===== config.mk =====
export PLATFORM = sky130hd
export DESIGN_NAME = arb_cnt_sched
export DESIGN_NICKNAME = d
export VERILOG_FILES = /design/src/rtl/arb_cnt_sched.sv
export SDC_FILE = /design/constraint.sdc
export NUM_CORES = 1
export LEC_CHECK = 0
export CORE_MARGIN = 8
export CORE_UTILIZATION = 40
export DETAILED_ROUTE_END_ITERATION = 10
export PLACE_DENSITY = 0.62
export SKIP_LAST_GASP = 1
export SYNTH_ARGS = -nofsm -noshare
export SYNTH_HDL_FRONTEND = slang
export SYNTH_SLANG_ARGS = --single-unit

===== constraint.sdc =====
create_clock -name clk -period 2.75 [get_ports clk]
set_clock_uncertainty 0.05 [all_clocks]
set_input_delay 0.55 -clock clk [delete_from_list [all_inputs] [get_ports clk]]
set_output_delay 0.55 -clock clk [all_outputs]
set_load 0.005 [all_outputs]

===== src/rtl/arb_cnt_sched.sv =====
// arb_cnt_sched: two-requester round-robin arbiter that owns a shared MIN..MAX run counter
module arb_cnt_sched #(
   parameter logic [7:0] MIN_VALUE = 8'd10,
   parameter logic [7:0] MAX_VALUE = 8'd13
) (
   input  logic       clk,
   input  logic       rst,
   input  logic [1:0] req,
   output logic [1:0] gnt,
   output logic [7:0] out,
   output logic       busy,
   output logic [1:0] done
);
   typedef enum logic [1:0] {IDLE, RUN, DONE} state_t;
   state_t state, nxt;
   logic ptr, ptr_n;
   logic [1:0] gnt_n, done_n, sel;
   logic [7:0] out_n;
   logic busy_n;
   // ptr high favours requester 1 when both request
   assign sel = (req == 2'b11) ? (ptr ? 2'b10 : 2'b01) : req;
   // state and registered outputs
   always_ff @(posedge clk) begin
      if (rst) begin
         state <= IDLE;
         out   <= MIN_VALUE;
         gnt   <= 2'b00;
         busy  <= 1'b0;
         done  <= 2'b00;
         ptr   <= 1'b0;
      end else begin
         state <= nxt;
         out   <= out_n;
         gnt   <= gnt_n;
         busy  <= busy_n;
         done  <= done_n;
         ptr   <= ptr_n;
      end
   end
   // next state and next output values; a run ends (done or abort) by pointing at the other requester
   always_comb begin
      nxt    = state;
      out_n  = out;
      gnt_n  = gnt;
      busy_n = busy;
      done_n = 2'b00;
      ptr_n  = ptr;
      case (state)
         IDLE: begin
            out_n  = MIN_VALUE;
            gnt_n  = sel;
            busy_n = |req;
            nxt    = (|req) ? RUN : IDLE;
         end
         RUN: begin
            if (!(|(req & gnt))) begin
               nxt    = IDLE;
               out_n  = MIN_VALUE;
               gnt_n  = 2'b00;
               busy_n = 1'b0;
               ptr_n  = gnt[0];
            end else if (out == MAX_VALUE) begin
               nxt    = DONE;
               gnt_n  = 2'b00;
               busy_n = 1'b0;
               done_n = gnt;
               ptr_n  = gnt[0];
            end else begin
               out_n = out + 8'd1;
            end
         end
         DONE: begin
            nxt   = IDLE;
            out_n = MIN_VALUE;
         end
         default: nxt = IDLE;
      endcase
   end
endmodule


==> results of run 1 <==
## cell type report
cell class / instances / area, um^2 / share of cell area
repair buffers: 16 / 160 / 0.152
clock buffers: 4 / 36.3 / 0.0344
flip-flops and latches: 16 / 320 / 0.304
multi-input cells: 73 / 488 / 0.463
well taps: 27 / 33.8 / 0.0321
inverters: 4 / 15.0 / 0.0143
## synthesized netlist by cell type (3+ instances only)
library cell	instances	share of area
a21oi_1	6	0.035
o21ai_0	9	0.053
nand3_1	6	0.035
nand4_1	3	0.022
and3_1	3	0.022
dfxtp_1	16	0.38
nor3_1	3	0.018
nor2_1	4	0.018
inv_1	4	0.018
nand2_1	6	0.027
nand2b_1	4	0.030
## per-layer routing
metal | GRT usage | up-vias | share of wire
li1 | - | 395 | -
met1 | 0.154 | 370 | 0.48
met2 | 0.171 | 27 | 0.46
met3 | 0.0247 | 2 | 0.057
met4 | 0.0487 | 0 | 0.0065
met5 | 0 | - | 0
## registers in the layout, indices dropped and copies added, names as in the netlist
signal	count
busy	1
done	2
gnt	2
out	8
ptr	1
state	2
## kinds of logic after synthesis
kind of cell,share of synthesized area
simple gates,0.298
compound gates,0.236
flops,0.378
buf+inv,0.0458
fa+ha+maj,0.0295
mux,0.0118
## cells in the final DEF, fill, tap and decap left out, drive strengths merged, types with 2 or more instances in the layout
cell type and count:
nor4 2, and3 3, and2 2, nor2 4, nand2 6, o21ai 9
nor4b 2, nor3 3, ha 2, nand2b 5, a311oi 2, nand3 6
dfxtp 16, inv 4, a21o 2, clkbuf 4, clkdlybuf4s50 16, a21oi 6
nand4 3, or3 2
## worst max path at each step
stage / start / end / depth (start not counted)
6_report: req[0] / out[2] / 5
5_1_grt: req[0] / out[2] / 5
4_1_cts: out[4] / out[4] / 1
3_5_place_dp: req[0] / out[2] / 5
3_3_place_gp: req[0] / out[2] / 5
2_1_floorplan: rst / out[2] / 5
## power by group through the flow
stage	registers (uW)	logic, uW	clock network [uW]
floorplan	246	23.4	0
global placement	247	39.3	0
detailed placement	247	39.0	0
CTS	242	39.8	162
global route	243	43.8	175
finish	242	39.7	157
## worst reg2reg max path, delay by kind of cell (launching register included)
kind / cells / cell delay, ns
AOI/OAI and AO/OA: 2 / 0.41
DFF: 1 / 0.40
and+or+nand+nor: 2 / 0.83
## through the flow
step           hold slack (ns)  utilization  instance area, um^2  total power [uW]  worst slack [ns]
6_report                 0.431        0.532                 1050               439             0.785
5_1_grt                  0.479        0.532                 1050               462             0.662
4_1_cts                  0.433        0.532                 1050               444             0.784
3_5_place_dp             0.418        0.513                 1020               286             0.542
3_3_place_gp             0.419        0.513                 1020               287             0.556
2_1_floorplan            0.409            -                  847               270              1.10
==> run metrics, run 1 <==
syn_nets=102; Arrival @ worst endpoint=2.16 ns; Seq/Total Area, Yosys=0.378; reg2reg end=out[1]; Synth Register Bits=16; Tightest Pin Transition=0.497 ns; Final nets=120; vias in the first global route=716; Clock Power Share=0.358; sw power=103 uW; clock sink total=16; grt total ovfl=0; r2r worst-path depth=4; routed length per instance=14.3 um; status=completed; initial core utilization=0.427; FF-to-FF setup slack=0.96 ns; Flop pwr share=0.551; Hold Vio Cnt, Final=0; kind of cell adding the most delay to the critical path=simple AND/OR/NAND/NOR gates; final WL=2.00 mm; Root Buffer=clkbuf_4; reg2reg start=out[4]; Slew Viols, Final=0; Synthesis Warnings=0; TritonCTS clock tree=built; total CTS buffers=3; Synth Cell Area=847 um^2; slew margin rel.=0.666; Main synth FF type=dfxtp_1; Power Dens Cells=417 nW/um^2; buffer and inverter count on the worst path=1; HP Start=busy; P_int=336 uW; CP Launch Type=primary input; CORE AREA=1980 um^2; Final TNS setup=0 ns; Crit Path Max Fanout=7; die width=62.0 um; Yosys cell types=37; synth-to-layout area growth=24.4%; crit share post-route=0.715; CTS Hold Bufs=0; Syn Inst Count=96; DRC viols=0; layout cells sized above 1=0.0885; n_diodes=0; max-cap viol count=0; Setup crit end kind=flop; EDFF count, synth=0; CP Data Required Time=2.94 ns; Die Y=62.0 um; Final min period=1.97 ns; vias per cell=5.67; WHS Endpoint=busy; IO Port Bufs=16; first-pass GRT wire length=3.32 mm; DP Wirelength=1.40 mm; drt first pass iters=4; vias post-DR=794; postcts setup bufs=0; largest net degree at the start of global routing=11; Antenna Nets Post-Route=0; routability cong.=0.832; Post-Syn Area per Cell=8.82 um^2; Fmax=509 MHz; worst hold path cell count=2; DIE AREA=3850 um^2; all-layer global routing usage=0.115; Clock transition at path regs=0.09 ns; Iteration-0 DRC Markers=51; Pleak=0.000408 uW; maximum vdd drop=215 uV; Worst path slowest cell=clkdlybuf4s50_1; Worst Hold Class=flop to flop; # H-tree levels=1; fraction of registers with async set/reset=0; CP peak stage delay=0.57 ns; initial antenna violation count=0; FP Rows=16; fraction of power spent switching nets=0.234; critical path class=primary input to flop; Clock Tree Buf Depth=2; RSZ-0062 raised after global routing=false; number of gates resized after CTS=0; count of final setup violators=0; Worst-Skew Late Latency=0.29 ns; crit path cell chain=clkdlybuf4s50_1 > a22oi_2 > or3_1 > nor4b_1 > a211o_1; num ports=17; combinational share of power=0.090; Filler cells=187; Cells after DPL=136; Finished Layout Cells=140
Note: power is estimated with default switching activity, not from simulation.
==> run 2: changes to the inputs <==
PLACE_DENSITY = 0.64   (was 0.62)
clock period = 1.8 ns   (was 2.75 ns; I/O delays follow)
==> run 2 against run 1 <==
Compared with the run above: sequential power rose by 52%; highest routed layer unchanged; worst hold slack improved by 0.018 ns; non-clock buffer count rose by 13; flip-flop and latch count did not move; combinational power rose by 79%; setup slack got worse by 0.72 ns; power rose by 55%.
==> run metrics, run 2 (same netlist as run 1, synthesis figures left out) <==
status=completed (unchanged); layout cells sized above 1=0.190 (was 0.0885); Pleak=0.000474 uW (was 0.000408 uW); CTS Hold Bufs=0 (unchanged); FP Rows=16 (unchanged); DR WL met3=104 um (was 114 um); Final TNS setup=0 ns (unchanged); final WL=2.06 mm (was 2.00 mm); WHS Endpoint=ptr (was busy); Final min period=1.74 ns; Worst Setup SP=out[4] (was req[0]); postcts setup bufs=0 (unchanged); first-pass GRT wire length=3.41 mm (was 3.32 mm); Clock Tree Buf Depth=2 (unchanged); Setup crit end kind=output pin (was flop); Antenna Nets Post-Route=0 (unchanged); Tot Pwr=680 uW (was 439 uW); max FFs per register=8 (unchanged); Crit Path Max Fanout=7 (unchanged); Finished Layout Cells=153 (was 140); WL met1=1.02 mm (was 957 um); FF-to-FF setup slack=0.15 ns (was 0.96 ns); maximum vdd drop=382 uV (was 215 uV); Worst Hold Class=flop to flop (unchanged); critical path class=flop to output pin (was primary input to flop); routed length per instance=13.5 um (was 14.3 um); r2r worst-path depth=6 (was 4); Filler cells=169 (was 187); commonest non-fill, non-tap cell in the layout=clkdlybuf4s50_1; HP Start=ptr (was busy); Fmax=576 MHz; Root Buffer=clkbuf_4 (unchanged); drt first pass iters=4 (unchanged); Cells after DPL=149 (was 136); DIE AREA=3850 um^2 (unchanged); Clock transition at path regs=0.10 ns (was 0.09 ns); # H-tree levels=1 (unchanged); number of gates resized after CTS=0 (unchanged); CP Launch Type=flop (was primary input); die width=62.0 um (unchanged); vias per cell=5.38 (was 5.67); Min Hold Slack=0.449 ns (was 0.431 ns); max-cap viol count=0 (unchanged); reg2reg end=ptr (was out[1]); count of final setup violators=0 (unchanged); DR top layer=met4 (unchanged); initial core utilization=0.427 (unchanged); DR WL met2=921 um (was 917 um); largest net degree at the start of global routing=10 (was 11); num ports=17 (unchanged); grt total ovfl=0 (unchanged); Power Dens Cells=590 nW/um^2 (was 417 nW/um^2); synth-to-layout area growth=36.0% (was 24.4%); RSZ-0062 raised after global routing=false (unchanged); Slew Viols, Final=0 (unchanged); IO Port Bufs=16 (unchanged); worst hold path cell count=2 (unchanged); routability cong.=0.818 (was 0.832); DP Wirelength=1.57 mm (was 1.40 mm); worst setup margin=0.0626 ns (was 0.785 ns); TritonCTS clock tree=built (unchanged); Tightest Pin Transition=0.451 ns (was 0.497 ns); Biggest register=out (unchanged); Final nets=133 (was 120); initial antenna violation count=0 (unchanged); register area=322 um^2 (was 320 um^2); n_diodes=0 (unchanged); Worst-Skew Late Latency=0.29 ns (about the same); total CTS buffers=3 (unchanged); Die Y=62.0 um (unchanged); footprint of the multi-input gates=488 um^2 (unchanged); crit share post-route=0.965; CORE AREA=1980 um^2 (unchanged); most frequent cells in the layout=clkdlybuf4s50_1, dfxtp_1, buf_4, o21ai_0 (was dfxtp_1, clkdlybuf4s50_1, o21ai_0); reg2reg start=out[1] (was out[4]); DRC viols=0 (unchanged); Arrival @ worst endpoint=1.33 ns (was 2.16 ns); slew margin rel.=0.697 (was 0.666); vias post-DR=823 (was 794); Iteration-0 DRC Markers=23 (was 51); all-layer global routing usage=0.118 (was 0.115); CP Data Required Time=1.39 ns (was 2.94 ns); pre-CTS setup slack=-0.201 ns (was 0.542 ns); clock sink total=16 (unchanged); vias in the first global route=770 (was 716); Hold Vio Cnt, Final=0 (unchanged)
==> run 2: worst max-delay path by stage <==
stage | end | cells past startpoint
after CTS | out[4] | 2
after floorplan | out[6] | 5
after detailed placement | out[2] | 5
after global routing | ptr | 6
final | out[4] | 2
after global placement | out[2] | 5
==> run 2: report_power, final <==
group	switching, uW	total (uW)	internal [uW]
clock network	116	239	123
logic	32.4	70.9	38.5
registers	8.50	369	361
total	157	680	523
==> run 2: critical path, cell delays in order, from the launching register on <==
cell             delay (ns)
dfxtp_1                0.38
buf_4                  0.16
clkdlybuf4s50_1        0.50
==> run 2: cell type report <==
class,count,area share
Tap cell,27,0.0293
Multi-Input combinational cell,73,0.423
Timing Repair Buffer,29,0.224
Sequential cell,16,0.279
Inverter,4,0.0130
Clock buffer,4,0.0315
==> run 2: per-stage QoR <==
stage,cell area (um^2),utilization
CTS,1150,0.581
global placement,1110,0.563
global route,1150,0.581
floorplan,847,-
detailed placement,1110,0.563
finish,1150,0.581
==> run 2: per-layer routing <==
metal,GRT usage,up-vias
met5,0,-
met2,0.176,18
met1,0.155,381
li1,-,422
met3,0.0267,2
met4,0.0552,0
